**src/rtl/ldpc_3gpp_enc_p2_obuf_pkg.sv**
```systemverilog
// Shared types for the p2 output buffer: encoder strobe/data types and the per-bank state.
package ldpc_3gpp_enc_p2_obuf_pkg;

    typedef struct packed {
        logic sof;
        logic sop;
        logic eop;
        logic eof;
    } strb_t;

    localparam int cDAT_W = 8;
    typedef logic [cDAT_W-1:0] dat_t;

    typedef enum logic [1:0] {
        BANK_EMPTY    = 2'd0,
        BANK_FILLING  = 2'd1,
        BANK_FULL     = 2'd2,
        BANK_DRAINING = 2'd3
    } bank_state_t;

endpackage

```
**src/rtl/ldpc_3gpp_enc_obuf_skid.sv**
```systemverilog
// Two-entry valid/ready skid FIFO; the head entry is the registered output.
module ldpc_3gpp_enc_obuf_skid #(
    parameter int pW = 12
) (
    input  logic          iclk,
    input  logic          ireset,
    input  logic          iclkena,
    input  logic          ival,
    input  logic [pW-1:0] idat,
    output logic [1:0]    ocnt,
    output logic          oval,
    input  logic          iordy,
    output logic [pW-1:0] odat
);

    logic [pW-1:0] tail;
    logic [1:0]    cnt;
    logic          pop;

    assign pop  = oval & iordy;
    assign oval = (cnt != 2'd0);
    assign ocnt = cnt;

    // The writer never pushes into a full FIFO without a pop in the same cycle.
    always_ff @(posedge iclk) begin
        if (ireset) begin
            cnt  <= 2'd0;
            odat <= '0;
            tail <= '0;
        end else if (iclkena) begin
            case (cnt)
                2'd0: begin
                    if (ival) begin
                        odat <= idat;
                        cnt  <= 2'd1;
                    end
                end
                2'd1: begin
                    if (ival && pop) begin
                        odat <= idat;
                    end else if (ival) begin
                        tail <= idat;
                        cnt  <= 2'd2;
                    end else if (pop) begin
                        cnt <= 2'd0;
                    end
                end
                default: begin
                    if (pop) begin
                        odat <= tail;
                        if (ival) tail <= idat;
                        else      cnt  <= 2'd1;
                    end
                end
            endcase
        end
    end

endmodule

```
**src/rtl/ldpc_3gpp_enc_sdp_ram.sv**
```systemverilog
// Simple dual-port RAM: one write port, one registered read port, common clock enable.
module ldpc_3gpp_enc_sdp_ram #(
    parameter int pADDR_W = 9,
    parameter int pDAT_W  = 8
) (
    input  logic              iclk,
    input  logic              iclkena,
    input  logic              iwe,
    input  logic [pADDR_W-1:0] iwaddr,
    input  logic [pDAT_W-1:0]  iwdat,
    input  logic              ire,
    input  logic [pADDR_W-1:0] iraddr,
    output logic [pDAT_W-1:0]  ordat
);

    logic [pDAT_W-1:0] mem [2**pADDR_W];

    always_ff @(posedge iclk) begin
        if (iclkena) begin
            if (iwe) mem[iwaddr] <= iwdat;
            if (ire) ordat <= mem[iraddr];
        end
    end

endmodule

```
**src/rtl/ldpc_3gpp_enc_p2_obuf.sv**
```systemverilog
// Ping-pong output buffer behind the p2 stage: one codeword per bank, drained over valid/ready.
//   state     | meaning
//   WR_IDLE   | waiting for sop on a free bank
//   WR_WRITE  | storing words of the current frame into wr_bank
//   WR_DROP   | no bank was free at sop; discarding words until eop
module ldpc_3gpp_enc_p2_obuf
    import ldpc_3gpp_enc_p2_obuf_pkg::*;
#(
    parameter int pADDR_W = 8,
    parameter int pDAT_W  = 8
) (
    input  logic              iclk,
    input  logic              ireset,
    input  logic              iclkena,
    input  logic              ival,
    input  strb_t             istrb,
    input  logic [pDAT_W-1:0] idat,
    output logic              oval,
    input  logic              iordy,
    output strb_t             ostrb,
    output logic [pDAT_W-1:0] odat,
    output logic              obusy,
    output logic              oerr
);

    localparam logic [1:0] cWR_IDLE  = 2'd0;
    localparam logic [1:0] cWR_WRITE = 2'd1;
    localparam logic [1:0] cWR_DROP  = 2'd2;
    localparam logic [pADDR_W:0] cDEPTH = (pADDR_W+1)'(2**pADDR_W);
    localparam logic [pADDR_W:0] cONE   = (pADDR_W+1)'(1);

    logic [1:0]          wr_state;
    logic                wr_bank, rd_bank, fetch_bank;
    logic [pADDR_W:0]    wr_cnt;
    logic [pADDR_W-1:0]  fetch_addr;
    bank_state_t         bank_st  [2];
    logic [pADDR_W:0]    bank_len [2];
    logic                we, bank_free, wr_room;
    logic [pADDR_W-1:0]  waddr;
    logic                rd_pend, rd_sop, rd_eop;
    logic [pDAT_W-1:0]   ram_dat;
    logic [1:0]          skid_cnt;
    logic                pop, credit, fetch_ok, fetch, fetch_last;
    strb_t               skid_strb;
    logic [pDAT_W+3:0]   skid_q;
    logic                strb_unused;

    assign strb_unused = istrb.sof ^ istrb.eof;
    assign bank_free   = (bank_st[wr_bank] == BANK_EMPTY);
    assign wr_room     = (wr_cnt != cDEPTH);

    always_comb begin
        we    = 1'b0;
        waddr = wr_cnt[pADDR_W-1:0];
        if (ival) begin
            if (istrb.sop) begin
                we    = (wr_state == cWR_WRITE) | bank_free;
                waddr = '0;
            end else if (wr_state == cWR_WRITE) begin
                we = wr_room;
            end
        end
    end

    // Fetch runs ahead of the drain pointer so the next bank follows without a bubble;
    // credit counts skid entries plus the read in flight in the RAM.
    assign pop        = oval & iordy;
    assign credit     = (({1'b0, skid_cnt} + {2'b00, rd_pend}) <= ({2'b00, pop} + 3'd1));
    assign fetch_ok   = (bank_st[fetch_bank] == BANK_FULL) ||
                        ((bank_st[fetch_bank] == BANK_DRAINING) && (fetch_addr != '0));
    assign fetch      = fetch_ok & credit;
    assign fetch_last = ({1'b0, fetch_addr} == (bank_len[fetch_bank] - cONE));

    always_ff @(posedge iclk) begin
        if (ireset) begin
            wr_state   <= cWR_IDLE;
            wr_bank    <= 1'b0;
            wr_cnt     <= '0;
            rd_bank    <= 1'b0;
            fetch_bank <= 1'b0;
            fetch_addr <= '0;
            rd_pend    <= 1'b0;
            rd_sop     <= 1'b0;
            rd_eop     <= 1'b0;
            obusy      <= 1'b0;
            oerr       <= 1'b0;
            for (int b = 0; b < 2; b++) begin
                bank_st[b]  <= BANK_EMPTY;
                bank_len[b] <= '0;
            end
        end else if (iclkena) begin
            if (ival) begin
                if (istrb.sop) begin
                    if ((wr_state == cWR_WRITE) || bank_free) begin
                        if (istrb.eop) begin
                            bank_st[wr_bank]  <= BANK_FULL;
                            bank_len[wr_bank] <= cONE;
                            wr_bank           <= ~wr_bank;
                            wr_state          <= cWR_IDLE;
                        end else begin
                            bank_st[wr_bank] <= BANK_FILLING;
                            wr_cnt           <= cONE;
                            wr_state         <= cWR_WRITE;
                        end
                    end else begin
                        oerr     <= 1'b1;
                        wr_state <= istrb.eop ? cWR_IDLE : cWR_DROP;
                    end
                end else begin
                    case (wr_state)
                        cWR_WRITE: begin
                            if (!wr_room || ((wr_cnt == (cDEPTH - cONE)) && !istrb.eop)) oerr <= 1'b1;
                            if (istrb.eop) begin
                                bank_st[wr_bank]  <= BANK_FULL;
                                bank_len[wr_bank] <= wr_room ? (wr_cnt + cONE) : cDEPTH;
                                wr_bank           <= ~wr_bank;
                                wr_state          <= cWR_IDLE;
                            end else if (wr_room) begin
                                wr_cnt <= wr_cnt + cONE;
                            end
                        end
                        cWR_DROP: if (istrb.eop) wr_state <= cWR_IDLE;
                        default:  oerr <= 1'b1;
                    endcase
                end
            end

            rd_pend <= fetch;
            if (fetch) begin
                rd_sop                 <= (fetch_addr == '0);
                rd_eop                 <= fetch_last;
                bank_st[fetch_bank]    <= BANK_DRAINING;
                if (fetch_last) begin
                    fetch_addr <= '0;
                    fetch_bank <= ~fetch_bank;
                end else begin
                    fetch_addr <= fetch_addr + pADDR_W'(1);
                end
            end
            if (pop && ostrb.eop) begin
                bank_st[rd_bank] <= BANK_EMPTY;
                rd_bank          <= ~rd_bank;
            end

            obusy <= (bank_st[0] != BANK_EMPTY) && (bank_st[1] != BANK_EMPTY);
        end
    end

    ldpc_3gpp_enc_sdp_ram #(
        .pADDR_W (pADDR_W + 1),
        .pDAT_W  (pDAT_W)
    ) u_ram (
        .iclk    (iclk),
        .iclkena (iclkena),
        .iwe     (we),
        .iwaddr  ({wr_bank, waddr}),
        .iwdat   (idat),
        .ire     (fetch),
        .iraddr  ({fetch_bank, fetch_addr}),
        .ordat   (ram_dat)
    );

    assign skid_strb.sof = rd_sop;
    assign skid_strb.sop = rd_sop;
    assign skid_strb.eop = rd_eop;
    assign skid_strb.eof = rd_eop;

    ldpc_3gpp_enc_obuf_skid #(
        .pW (pDAT_W + 4)
    ) u_skid (
        .iclk    (iclk),
        .ireset  (ireset),
        .iclkena (iclkena),
        .ival    (rd_pend),
        .idat    ({skid_strb, ram_dat}),
        .ocnt    (skid_cnt),
        .oval    (oval),
        .iordy   (iordy),
        .odat    (skid_q)
    );

    assign ostrb = skid_q[pDAT_W+3:pDAT_W];
    assign odat  = skid_q[pDAT_W-1:0];

endmodule

```
**config.mk**
```make
export PLATFORM = sky130hd
export DESIGN_NAME = ldpc_3gpp_enc_p2_obuf
export DESIGN_NICKNAME = d
export VERILOG_FILES = /design/src/rtl/ldpc_3gpp_enc_p2_obuf_pkg.sv /design/src/rtl/ldpc_3gpp_enc_obuf_skid.sv /design/src/rtl/ldpc_3gpp_enc_sdp_ram.sv /design/src/rtl/ldpc_3gpp_enc_p2_obuf.sv
export SDC_FILE = /design/constraint.sdc
export NUM_CORES = 2
export LEC_CHECK = 0
export BUFFER_PORTS_ARGS = -buffer_cell sky130_fd_sc_hd__clkbuf_2
export CAP_MARGIN = 40
export CORE_AREA = 3 3 578 723
export DETAILED_ROUTE_END_ITERATION = 8
export DIE_AREA = 0 0 581 726
export MAX_ROUTING_LAYER = met4
export PLACE_DENSITY = 0.57
export SETUP_SLACK_MARGIN = 0.15
export SYNTH_ARGS = -nofsm -noshare
export SYNTH_HDL_FRONTEND = slang
export SYNTH_HIERARCHICAL = 1
export SYNTH_MEMORY_MAX_BITS = 65536
export SYNTH_SLANG_ARGS = --single-unit
```
**constraint.sdc**
```tcl
create_clock -name iclk -period 8.5 [get_ports iclk]
set_input_delay 0 -clock iclk [delete_from_list [all_inputs] [get_ports iclk]]
set_output_delay 0 -clock iclk [all_outputs]
set_load 0.02 [all_outputs]
```
==> impl_metrics.yaml <==
run_status:
  outcome: "complete, no violations"
timing:
  relSlewSlack: 0.205
  fin_setup_tns_ps: 0
  setup_violations: 0
  fmax_mhz: 211
  hold_ws_ps: 160
  skew_ps: 60.7
  min_period_ps: 4730
  fin_crit_sh: 0.557
  rsz0062_at_grt: "no"
  tightest_slew_ps: 1190
  final-max-slew-violation-count: 0
  final-hold-violation-count: 0
layout:
  syn_to_final_growth_pct: 11.5
  final_cell_area_sq_um: 183000
  fin_nets: 8599
  stdcell_count: 14300
  drive_above_1_share: 0.163
  final_common_cell: "edfxtp_1"
  final_cell_mix: "edfxtp_1, mux2i_1, mux4_2"
grt:
  grt_max_degree: 205
  grt_pass1_vias: 84400
  grt_usage: 0.206
  antenna_found_initial: 13
  grt-ovfl-total: 0
  grt_first_pass_wirelength_um: 617000
floorplan:
  die_x_um: 581
  die-area_sq_um: 422000
  die_h_um: 726
  core_region_area_sq_um: 411000
  start_util: 0.400
  num_rows: 263
  ios: 32
critical_path:
  worst-setup-path-type: "reg -> reg"
  critical_path_required_ps: 9240
  reg2reg_depth: 9
  cp-end-kind: "flip-flop"
  crit_arrival_ps: 5480
  crit_fanout: 110
  start_kind: "flip-flop"
yosys:
  synth-async-reset-ratio: 0
  ys_ff_latch: 4181
  synth_cells: 8468
  synth_cell_types: 73
  avgSynthCellArea_sq_um: 19.4
  yosysTopAreaCell: "edfxtp_1"
  ys_seq_area_frac: 0.760
  yosys-top-cells-area: "edfxtp_1, mux4_2, mux2i_1"
  ys.flop_type: "edfxtp_1"
  synthesis.area_sq_um: 165000
  synth_edf_count: 4122
  syn-num-nets: 8497
  yosysTopAreaCellShare: 0.752
  yosys_warnings: 6
clock_network:
  cts_buffers: 393
  clock-sinks: 4181
  post_cts_resized: 0
  cts_htree_levels: 5
  cts_tree: "done"
  clk_path_buf_depth: 4
  root_buffer: "clkbuf_16"
  cts_setup_buffers: 0
  clk_pin_slew_worst_paths_ps: 60
  clkLatencyLatePin_ps: 920
  cts_hold_buf: 22
routing:
  antenna_left: 0
  first_pass_iters: 8
  drt_drc_violations_left: 0
  routed_wl_um: 430000
  drtIter0Drc: 8765
  vias_per_cell: 5.81
  wire_per_inst_um: 30.0
  vias: 83300
placement:
  postPlaceCellArea_sq_um: 170000
  numPortBuffers: 29
  place.gp.congestion: 0.863
  place_hpwl_um: 261000
  dp_cells: 13600
pwr:
  switching_share: 0.201
  powerDensity_nw_per_um2: 225
  pwr-share-seq: 0.548
  fin_total_pwr_uw: 41400
  power.switching_uw: 8310
  comb_power_share: 0.027
  power.clock.fraction: 0.425
  peakVddDrop_mv: 0.172
  intPower_uw: 33000
  p_leak_uw: 0.0532
hold_path:
  hold_depth: 2
  min_path_type: "in -> reg"
job:
  drv_cap: 0
## final timing paths
path / startpoint / to / slack (ps)
worst max-delay path: fetch_addr[0]$_SDFFE_PP0N_ / u_ram/ordat[2]$_DFFE_PP_ / 3770
worst min-delay path: idat[4] / u_ram/mem[326][4]$_DFFE_PP_ / 160
worst max register to register: fetch_addr[0]$_SDFFE_PP0N_ / u_ram/ordat[2]$_DFFE_PP_ / 3770
worst min register to register: u_skid/tail[0]$_SDFFE_PP0P_ / u_skid/tail[0]$_SDFFE_PP0P_ / 490
## layer usage
metal	GRT usage	wire length, um	part of all wire	vias to the layer above
li1	-	-	-	35300
met1	0.261	170000	0.40	44400
met2	0.344	218000	0.51	2949
met3	0.0241	25100	0.058	686
met4	0.0697	16100	0.038	0
met5	-	0	0	-
## worst max-delay path, cell delays in order (launching register included)
cell and delay [ps]:
dfxtp_4 870, buf_12 630, buf_4 540, mux2i_1 160, o221ai_1 290, o22ai_1 280
a22o_1 310, a221oi_1 490, nand4_1 430, nor4_2 350
## cell families after synthesis
family / synth area share
buffers and inverters: 0.0219
DFF: 0.760
muxes: 0.139
and+or+nand+nor: 0.0292
adders and majority gates: 0.000958
xor gates and xnor gates: 0.00138
AOI/OAI and AO/OA: 0.0482
## metrics by stage
step	setup slack, ps	util
3_5_place_dp	3860	0.415
3_3_place_gp	3640	0.413
6_report	3770	0.446
2_1_floorplan	5300	-
5_1_grt	3690	0.446
4_1_cts	3840	0.446
## power by group through the flow
stage / sequential (uW) / clock, uW / combinational, uW
floorplan: 23100 / 0 / 642
global placement: 23100 / 0 / 1090
detailed placement: 23100 / 0 / 1150
CTS: 22700 / 17900 / 1150
global route: 22600 / 18800 / 1210
finish: 22700 / 17600 / 1130
## state kept, by name, indices dropped and copies added, names as in the netlist, named ones only
register	flops
fetch_bank	1
obusy	1
u_skid/ocnt	2
fetch_addr	8
rd_eop	1
rd_sop	1
wr_bank	1
rd_bank	1
u_skid/tail	12
bank_len	18
u_ram/ordat	8
u_skid/odat	12
bank_st	4
wr_cnt	9
oerr	1
rd_pend	1
wr_state	2
u_ram/mem	4096
## Yosys cell counts (59+ instances only)
library cell	count
o21ai_0	130
buf_6	72
o22ai_1	188
edfxtp_1	4122
nor2_1	609
mux2i_1	845
buf_2	75
a21oi_1	250
o221ai_1	368
nand2_1	142
clkbuf_1	259
mux4_2	620
a22oi_1	95
dfxtp_1	59
## layout make-up
class | count | area (sq um)
Tap cell | 5432 | 6800
Clock buffer | 484 | 10400
Timing Repair Buffer | 244 | 2590
Multi-Input combinational cell | 3729 | 36100
Sequential cell | 4181 | 125000
Antenna cell | 13 | 32.5
Inverter | 21 | 86.3
Clock inverter | 232 | 2360
Fill cell | 34600 | 228000
Note: power is estimated with default switching activity, not from simulation.
